<file path="src/rtl/pipe_skid_buffer_pkg.sv">
// Shared definitions for the pipeline skid buffer: occupancy state encoding
// and the default payload width.
package pipe_pkg;

  localparam int DEFAULT_WIDTH = 32;

  // Occupancy of the main/skid register pair.
  typedef enum logic [1:0] {
    ST_EMPTY = 2'd0,
    ST_ONE   = 2'd1,
    ST_FULL  = 2'd2
  } state_e;

endpackage

</file>
<file path="src/rtl/pipe_skid_buffer_if.sv">
// Valid/ready handshake bundle carried between two pipeline stages through
// the skid buffer; the slave side belongs to the buffer itself.
interface pipe_skid_buffer_if #(
  parameter int WIDTH = pipe_pkg::DEFAULT_WIDTH
);

  logic             i_valid;
  logic             o_ready;
  logic [WIDTH-1:0] i_data;
  logic             o_valid;
  logic             i_ready;
  logic [WIDTH-1:0] o_data;

  modport master (
    output i_valid, i_data, i_ready,
    input  o_ready, o_valid, o_data
  );

  modport slave (
    input  i_valid, i_data, i_ready,
    output o_ready, o_valid, o_data
  );

endinterface

</file>
<file path="src/rtl/pipe_skid_buffer_sat_counter.sv">
// Saturating up-counter with enable; sticks at all-ones instead of wrapping,
// so long debug stalls never alias to short ones.
module sat_counter #(
  parameter int CNT_W = 16
) (
  input  logic             i_clk,
  input  logic             i_rst_n,
  input  logic             i_en,
  output logic [CNT_W-1:0] o_cnt
);

  logic [CNT_W-1:0] cnt_q;

  // NOTE: sequential state is assigned with <= so every flop samples the
  // pre-edge value; blocking = here would create order-dependent races.
  always_ff @(posedge i_clk or negedge i_rst_n) begin
    if (!i_rst_n) begin
      cnt_q <= '0;
    end else if (i_en && (cnt_q != '1)) begin
      cnt_q <= cnt_q + CNT_W'(1);
    end
  end

  assign o_cnt = cnt_q;

endmodule

</file>
<file path="src/rtl/pipe_skid_buffer.sv">
// Pipeline stage register with valid/ready handshake and a one-entry skid
// register, plus flush, a bubble value on o_data and a stall-cycle counter.
module pipe_skid_buffer
  import pipe_pkg::*;
#(
  parameter int               WIDTH     = DEFAULT_WIDTH,
  parameter logic [WIDTH-1:0] NOP_VALUE = '0,
  parameter int               CNT_W     = 16
) (
  input  logic                i_clk,
  input  logic                i_rst_n,
  input  logic                i_flush,
  pipe_skid_buffer_if.slave   bus,
  output logic [CNT_W-1:0]    o_stall_cnt
);

  state_e           state_q, state_d;
  logic [WIDTH-1:0] main_q, main_d;
  logic [WIDTH-1:0] skid_q, skid_d;

  logic main_vld;
  logic ready;
  logic in_xfer;
  logic out_xfer;

  // Valid bits of both registers are encoded in the occupancy state; ready
  // depends on registered state only, never on the downstream i_ready.
  assign main_vld = (state_q != ST_EMPTY);
  assign ready    = (state_q != ST_FULL);
  assign in_xfer  = bus.i_valid && ready;
  assign out_xfer = main_vld && bus.i_ready;

  // NOTE: every signal written here gets a default first, so no path through
  // the case leaves it unassigned and no latch is inferred.
  always_comb begin
    state_d = state_q;
    main_d  = main_q;
    skid_d  = skid_q;

    unique case (state_q)
      ST_EMPTY: begin
        if (in_xfer) begin
          main_d  = bus.i_data;
          state_d = ST_ONE;
        end
      end
      ST_ONE: begin
        if (in_xfer && out_xfer) begin
          main_d = bus.i_data;
        end else if (in_xfer) begin
          skid_d  = bus.i_data;
          state_d = ST_FULL;
        end else if (out_xfer) begin
          state_d = ST_EMPTY;
        end
      end
      ST_FULL: begin
        // The skid word always leaves before anything newer can enter.
        if (out_xfer) begin
          main_d  = skid_q;
          state_d = ST_ONE;
        end
      end
      default: state_d = ST_EMPTY;
    endcase

    if (i_flush) begin
      state_d = ST_EMPTY;
    end
  end

  always_ff @(posedge i_clk or negedge i_rst_n) begin
    if (!i_rst_n) begin
      state_q <= ST_EMPTY;
    end else begin
      state_q <= state_d;
    end
  end

  // NOTE: the payload registers carry no reset; their contents are only ever
  // observed while the state marks them valid, and o_data is masked otherwise.
  always_ff @(posedge i_clk) begin
    main_q <= main_d;
    skid_q <= skid_d;
  end

  assign bus.o_valid = main_vld;
  assign bus.o_ready = ready;
  assign bus.o_data  = main_vld ? main_q : NOP_VALUE;

  sat_counter #(
    .CNT_W (CNT_W)
  ) u_stall_cnt (
    .i_clk   (i_clk),
    .i_rst_n (i_rst_n),
    .i_en    (main_vld && !bus.i_ready),
    .o_cnt   (o_stall_cnt)
  );

endmodule
</file>
<file path="src/flat_wrapper.sv">
// flat-port wrapper written by rule: the top's interface ports become plain ports
module pipe_skid_buffer_flat import pipe_pkg::*;
#(
  parameter int               WIDTH     = DEFAULT_WIDTH,
  parameter logic [WIDTH-1:0] NOP_VALUE = '0,
  parameter int               CNT_W     = 16
)
  (i_clk, i_rst_n, i_flush, o_stall_cnt, bus_i_valid, bus_i_data, bus_i_ready, bus_o_ready, bus_o_valid, bus_o_data);
  pipe_skid_buffer_if #(.WIDTH(WIDTH)) bus_i ();
  input  logic i_clk;
  input  logic i_rst_n;
  input  logic i_flush;
  output logic [CNT_W-1:0] o_stall_cnt;
  input wire logic [$bits(bus_i.i_valid)-1:0] bus_i_valid;
  input wire logic [$bits(bus_i.i_data)-1:0] bus_i_data;
  input wire logic [$bits(bus_i.i_ready)-1:0] bus_i_ready;
  output wire logic [$bits(bus_i.o_ready)-1:0] bus_o_ready;
  output wire logic [$bits(bus_i.o_valid)-1:0] bus_o_valid;
  output wire logic [$bits(bus_i.o_data)-1:0] bus_o_data;
  assign bus_i.i_valid = bus_i_valid;
  assign bus_i.i_data = bus_i_data;
  assign bus_i.i_ready = bus_i_ready;
  assign bus_o_ready = bus_i.o_ready;
  assign bus_o_valid = bus_i.o_valid;
  assign bus_o_data = bus_i.o_data;
  pipe_skid_buffer #(.WIDTH(WIDTH), .NOP_VALUE(NOP_VALUE), .CNT_W(CNT_W)) u_core (.i_clk(i_clk), .i_rst_n(i_rst_n), .i_flush(i_flush), .bus(bus_i), .o_stall_cnt(o_stall_cnt));
endmodule
</file>
<file path="config.mk">
export PLATFORM = sky130hd
export DESIGN_NAME = pipe_skid_buffer_flat
export DESIGN_NICKNAME = d
export VERILOG_FILES = /design/src/rtl/pipe_skid_buffer_pkg.sv /design/src/rtl/pipe_skid_buffer_if.sv /design/src/rtl/pipe_skid_buffer_sat_counter.sv /design/src/rtl/pipe_skid_buffer.sv /design/src/flat_wrapper.sv
export SDC_FILE = /design/constraint.sdc
export NUM_CORES = 1
export LEC_CHECK = 0
export CORE_AREA = 2 2 87 89
export CTS_CLUSTER_SIZE = 14
export DETAILED_ROUTE_END_ITERATION = 10
export DIE_AREA = 0 0 89 91
export GPL_ROUTABILITY_DRIVEN = 0
export GPL_TIMING_DRIVEN = 0
export PLACE_DENSITY = 0.78
export SYNTH_ARGS = -nofsm -noshare
export SYNTH_HDL_FRONTEND = slang
export SYNTH_SLANG_ARGS = --single-unit
</file>
<file path="constraint.sdc">
create_clock -name i_clk -period 3.72 [get_ports i_clk]
set_input_delay 0.372 -clock i_clk [delete_from_list [all_inputs] [get_ports i_clk]]
set_output_delay 0.372 -clock i_clk [all_outputs]
set_load 0.005 [all_outputs]
</file>
After elaboration in Yosys (flattened, before gate mapping). Cells that the tools add are included.

Register bits after elaboration: 82. Output and inout port bits: 50.

Add/subtract/negate cells: 1. Eq/ne operators: 11. Muxes and demuxes: 12. Bitwise gates (word level): 1. Reductions and logical operators: 12.

Operators by type and width (count): 32-bit 2-to-1 mux (4); 32-bit case mux with 3 select lines (1); 16-bit by 1-bit adder with 16-bit output (second input constant) (1); 16-bit inequality test (second input constant) (1); 2-bit 2-to-1 mux (6); 4-bit AND reduction (2); 2-bit by 1-bit inequality test with 1-bit output (second input constant) (3); 3-bit by 2-bit inequality test with 1-bit output (second input constant) (2); 2-bit case mux with 3 select lines (1); 1-bit logical AND (5); 4-bit by 2-bit inequality test with 1-bit output (second input constant) (1); 3-bit inequality test (second input constant) (1); 3-bit AND reduction (1); 3-bit nonzero test (1); 2-bit by 1-bit == test with 1-bit output (second input constant) (1); 2-bit == test (second input constant) (1); 2-bit zero test (1); 2-bit inequality test (second input constant) (1); 2-bit nonzero test (1); 1-bit zero test (1); 1-bit NOT (1).

Depth between registers and ports, before layout.
Depth after elaboration: 7. Depth in mapped cells: 6.

Modules after synthesis. Synthesis repeated with hierarchy kept, for this count alone.

Cell total of the unflattened synthesis: 224. Area, all modules: 3542.1 um2.

Modules (own cells, without submodules): pipe_skid_buffer (times used 1, cells each 152, area an instance 2682.6 um2, sequential area each 1971.9 um2); sat_counter (times used 1, cells each 72, area an instance 859.6 um2, sequential area each 400.4 um2).

Worst setup path after synthesis. No wires, ideal clock.

Path type: input -> register. Start: in bus_i_ready. End: reg u_core.main_q[0] (enable). Data arrival time: 1.552 ns. Required time: 3.332 ns. Setup slack: 1.780 ns. Cell stages on the path: 4. Buffers on the path: 1. Cells stage by stage: clkbuf_1 -> mux2i_1 -> nor2_1 -> a21o_1.

Longest elaborated chain between the ends: 4. Elaborated cells on any way between the ends: 5.

RTL lines: from (decl) (line flat_wrapper.sv:16) `input wire logic [$bits(bus_i.i_ready)-1:0] bus_i_ready;`; 1-bit logical AND (*) (line pipe_skid_buffer.sv:31) `assign out_xfer = main_vld && bus.i_ready;`; 1-bit logical AND (line pipe_skid_buffer.sv:48) `if (in_xfer && out_xfer) begin`; 2-bit by 1-bit inequality test with 1-bit output (no source line); 4-bit AND reduction (no source line) (*); to (signal assigned) (line pipe_skid_buffer.sv:83) `main_q <= main_d;`; to (decl) (line pipe_skid_buffer.sv:18) `logic [WIDTH-1:0] main_q, main_d;`.

Every way passes the cells marked *; elsewhere a longest branch is shown, timed or not. A chain may end at the register's enable or synchronous reset.

Final worst setup path.
Start: reg u_core.state_q[0]. End: out bus_o_data[11].

Longest elaborated chain between the ends: 2.

RTL lines: from (decl) (line pipe_skid_buffer.sv:17) `state_e state_q, state_d;`; from (signal assigned) (line pipe_skid_buffer.sv:76) `state_q <= state_d;`; 2-bit nonzero test (line pipe_skid_buffer.sv:28) `assign main_vld = (state_q != ST_EMPTY);`; 32-bit 2-to-1 mux (line pipe_skid_buffer.sv:89) `assign bus.o_data = main_vld ? main_q : NOP_VALUE;`; to (decl) (line flat_wrapper.sv:19) `output wire logic [$bits(bus_i.o_data)-1:0] bus_o_data;`.

No other way between the ends.

==> metrics.yaml <==
clock_network:
  cts.path.max_buffers: 2
  clock_sinks: 82
  cts_hold_buf: 0
  clock_latency_ns: 0.34
  htreeDepth: 3
  postCtsSetupBuffers: 0
  post_cts_resized: 0
  cts_tree: "yes"
  clkTransAtPathRegs_ns: 0.08
  cts_made_buffers: 9
  root_buffer: "clkbuf_8"
critical_path:
  crit_chain: "nor2_2, clkbuf_1, nor2b_1, clkdlybuf4s50_1"
  r2r-end: "u_core.u_stall_cnt.o_cnt[1]"
  start_kind: "register"
  endpoint_kind: "primary output"
  critPathArrivalTime_ns: 2.18
  r2r_slack_ns: 1.83
  critPathKind: "register to primary output"
  reg2reg_from: "u_core.u_stall_cnt.o_cnt[0]"
  max_stage_delay_ns: 0.49
  ff2ff_path_depth: 5
  crit_slowest_cell: "clkdlybuf4s50_1"
  crit_fanout: 10
  critical_path_required_ns: 3.35
layout:
  syn_to_final_growth_pct: 34.33
  antenna_cells: 0
  drive_above_1_share_pct: 20.25
  fin_util_pct: 65.92
  nets: 359
  fillers: 563
  final_cells: 425
yosys:
  ys_async_sr_fraction_pct: 21.95
  synth_area_leader_cell: "edfxtp_1"
  yosys_warnings: 0
  ys_types: 37
  synth.top_cell.area_share_pct: 54.88
  syn_avg_cell_area_um2: 15.56
  syn_inst: 225
  netlist_top_cells_area: "edfxtp_1 (55%), dfrtp_1 (13%), mux2_2 (10%)"
  synth_seq_cells: 82
  ys_seq_area_share_pct: 67.74
  syn_area_mm2: 0.003502
  synth_edf_count: 64
  syn-num-nets: 263
  ys.flop_type: "edfxtp_1"
global_route:
  antenna_found_initial: 0
  grt_max_degree: 33
  gr-total-overflow: 0
  grt_util_met1_pct: 22.71
  grt_pass1_wl_mm: 10.88
  grt_usage_pct: 18.04
  grt.met3_usage_pct: 6.182
  top_usage_layer: "met2"
  use_met2_pct: 29.04
  grt_pass1_vias: 2218
detailed_routing:
  drc: 0
  drt_iter0_drc: 73
  wire_per_inst_um: 15.60
  dr.pass1.iters: 4
  wirelength_mm: 6.628
  viasPerCell: 5.002
  vias: 2126
  drt.antenna.violating_nets: 0
sta:
  hold_violations: 0
  fin_worst_skew_ns: 0.008871
  max_freq_mhz: 391.6
  final-max-slew-violation-count: 0
  rsz0062_at_grt: "false"
  setup_tns_ns: 0
  final-setup-viol-count: 0
  timing.final.crit_share_pct: 68.65
  worst_pin_slew_ns: 0.8267
  relSlewSlack_pct: 44.71
  min_period_ns: 2.554
worst_hold_path:
  hold_path_class: "primary input to register"
  worst_hold_path.num_cells: 2
  hold_path_end: "u_core.state_q[1]"
  hp-start: "bus_i_ready"
power:
  power.total_uw: 2241
  powerDensity_mw_per_mm2: 476.3
  ir_drop_mv: 0.2611
  cellLeakagePower_uw: 0.001675
run:
  drv_cap: 0
floorplan:
  core_mm2: 0.007137
  die_w_um: 89
  ios: 87
  die_h_um: 91
  row_count: 31
  die_area_mm2: 0.008099
  start_util_pct: 49.07
place:
  dp_cells: 409
  dp_hpwl_mm: 4.420
  portBuffers: 85
status:
  status: "finished, final reports clean"
[per-layer routing]
metal	up-vias	routed length, um
met1	1030	2823
met2	71	3240
met4	0	99
li1	1015	-
met3	10	465
met5	-	0
[cells in the final DEF (no fill, tap or decap), types with 7 or more instances in the layout]
master and count:
clkbuf_8 9, clkdlybuf4s50_1 85, xor2_1 14, nand2_1 7, mux2_2 32, nor2b_1 31
edfxtp_1 64, dfrtp_1 18, nor3_1 7
[worst max-delay path, delay by kind of cell, from the launching register on]
| family | cells | cell delay [ns] |
|---|---|---|
| buffers and inverters | 2 | 0.91 |
| flip-flops | 1 | 0.44 |
| AND/OR/NAND/NOR | 2 | 0.49 |
[cells by family (layout without fill, tap and decap cells)]
group,after synthesis,after routing,share of synthesized area (%)
DFF,82,82,67.74
and+or+nand+nor,77,77,14.97
muxes,34,34,11.00
xor gates and xnor gates,14,14,3.501
buffers and inverters,12,113,1.643
AOI/OAI and AO/OA,5,5,0.7861
adders and majority gates,1,1,0.3572
[sequential cells by signal (all words and copies together) (netlist names)]
signal	flops
u_core.main_q	32
u_core.skid_q	32
u_core.state_q	2
u_core.u_stall_cnt.o_cnt	16
[how the worst max path moves through the flow]
| stage | cells after the start | end | startpoint | slack (ns) |
|---|---|---|---|---|
| 3_3_place_gp | 3 | u_core.skid_q[11] | bus_i_valid | 1.00 |
| 3_5_place_dp | 4 | u_core.main_q[21] | bus_i_valid | 1.11 |
| 6_report | 4 | bus_o_data[11] | u_core.state_q[0] | 1.17 |
| 5_1_grt | 4 | bus_o_data[28] | u_core.state_q[0] | 0.96 |
| 4_1_cts | 4 | bus_o_data[22] | u_core.state_q[0] | 1.10 |
| 2_1_floorplan | 4 | u_core.main_q[0] | bus_i_ready | 1.78 |
[cells in the mapped netlist (all sizes together) (2+ instances only)]
cell type and number:
xor2 14, nor2 6, nand2 7, or3 2, nor3 8, nor2b 31
buf 4, nor4 5, nor4b 3, a21oi 2, mux2 33, inv 2
clkbuf 6, nand4 5, dfrtp 18, nand3 2, edfxtp 64, o21ai 2
and2b 3
[through the flow]
| step | hold slack [ns] | setup WS, ns | instance area (um^2) |
|---|---|---|---|
| CTS | 0.4383 | 1.105 | 4703 |
| floorplan | 0.07641 | 1.780 | 3502 |
| global route | 0.4608 | 0.9644 | 4705 |
| finish | 0.4515 | 1.166 | 4705 |
| detailed placement | 0.5029 | 1.112 | 4478 |
| global placement | 0.4932 | 1.001 | 4477 |
[area by class of cell]
cell class	instances	area (um^2)	area share, %
Sequential cell	82	2372	50.43
Multi-Input combinational cell	131	1075	22.85
Timing Repair Buffer	85	850.8	18.09
Clock buffer	9	123.9	2.633
Tap cell	99	123.9	2.633
Clock inverter	7	101.3	2.154
Buffer	10	50.05	1.064
Inverter	2	7.507	0.1596
[where the power goes]
group / leakage, uW / switching [uW] / internal [uW]
logic: 0.000746 / 139 / 227
clock network: 0.000106 / 329 / 384
registers: 0.000823 / 80.3 / 1080
Note: power is estimated with default switching activity, not from simulation.
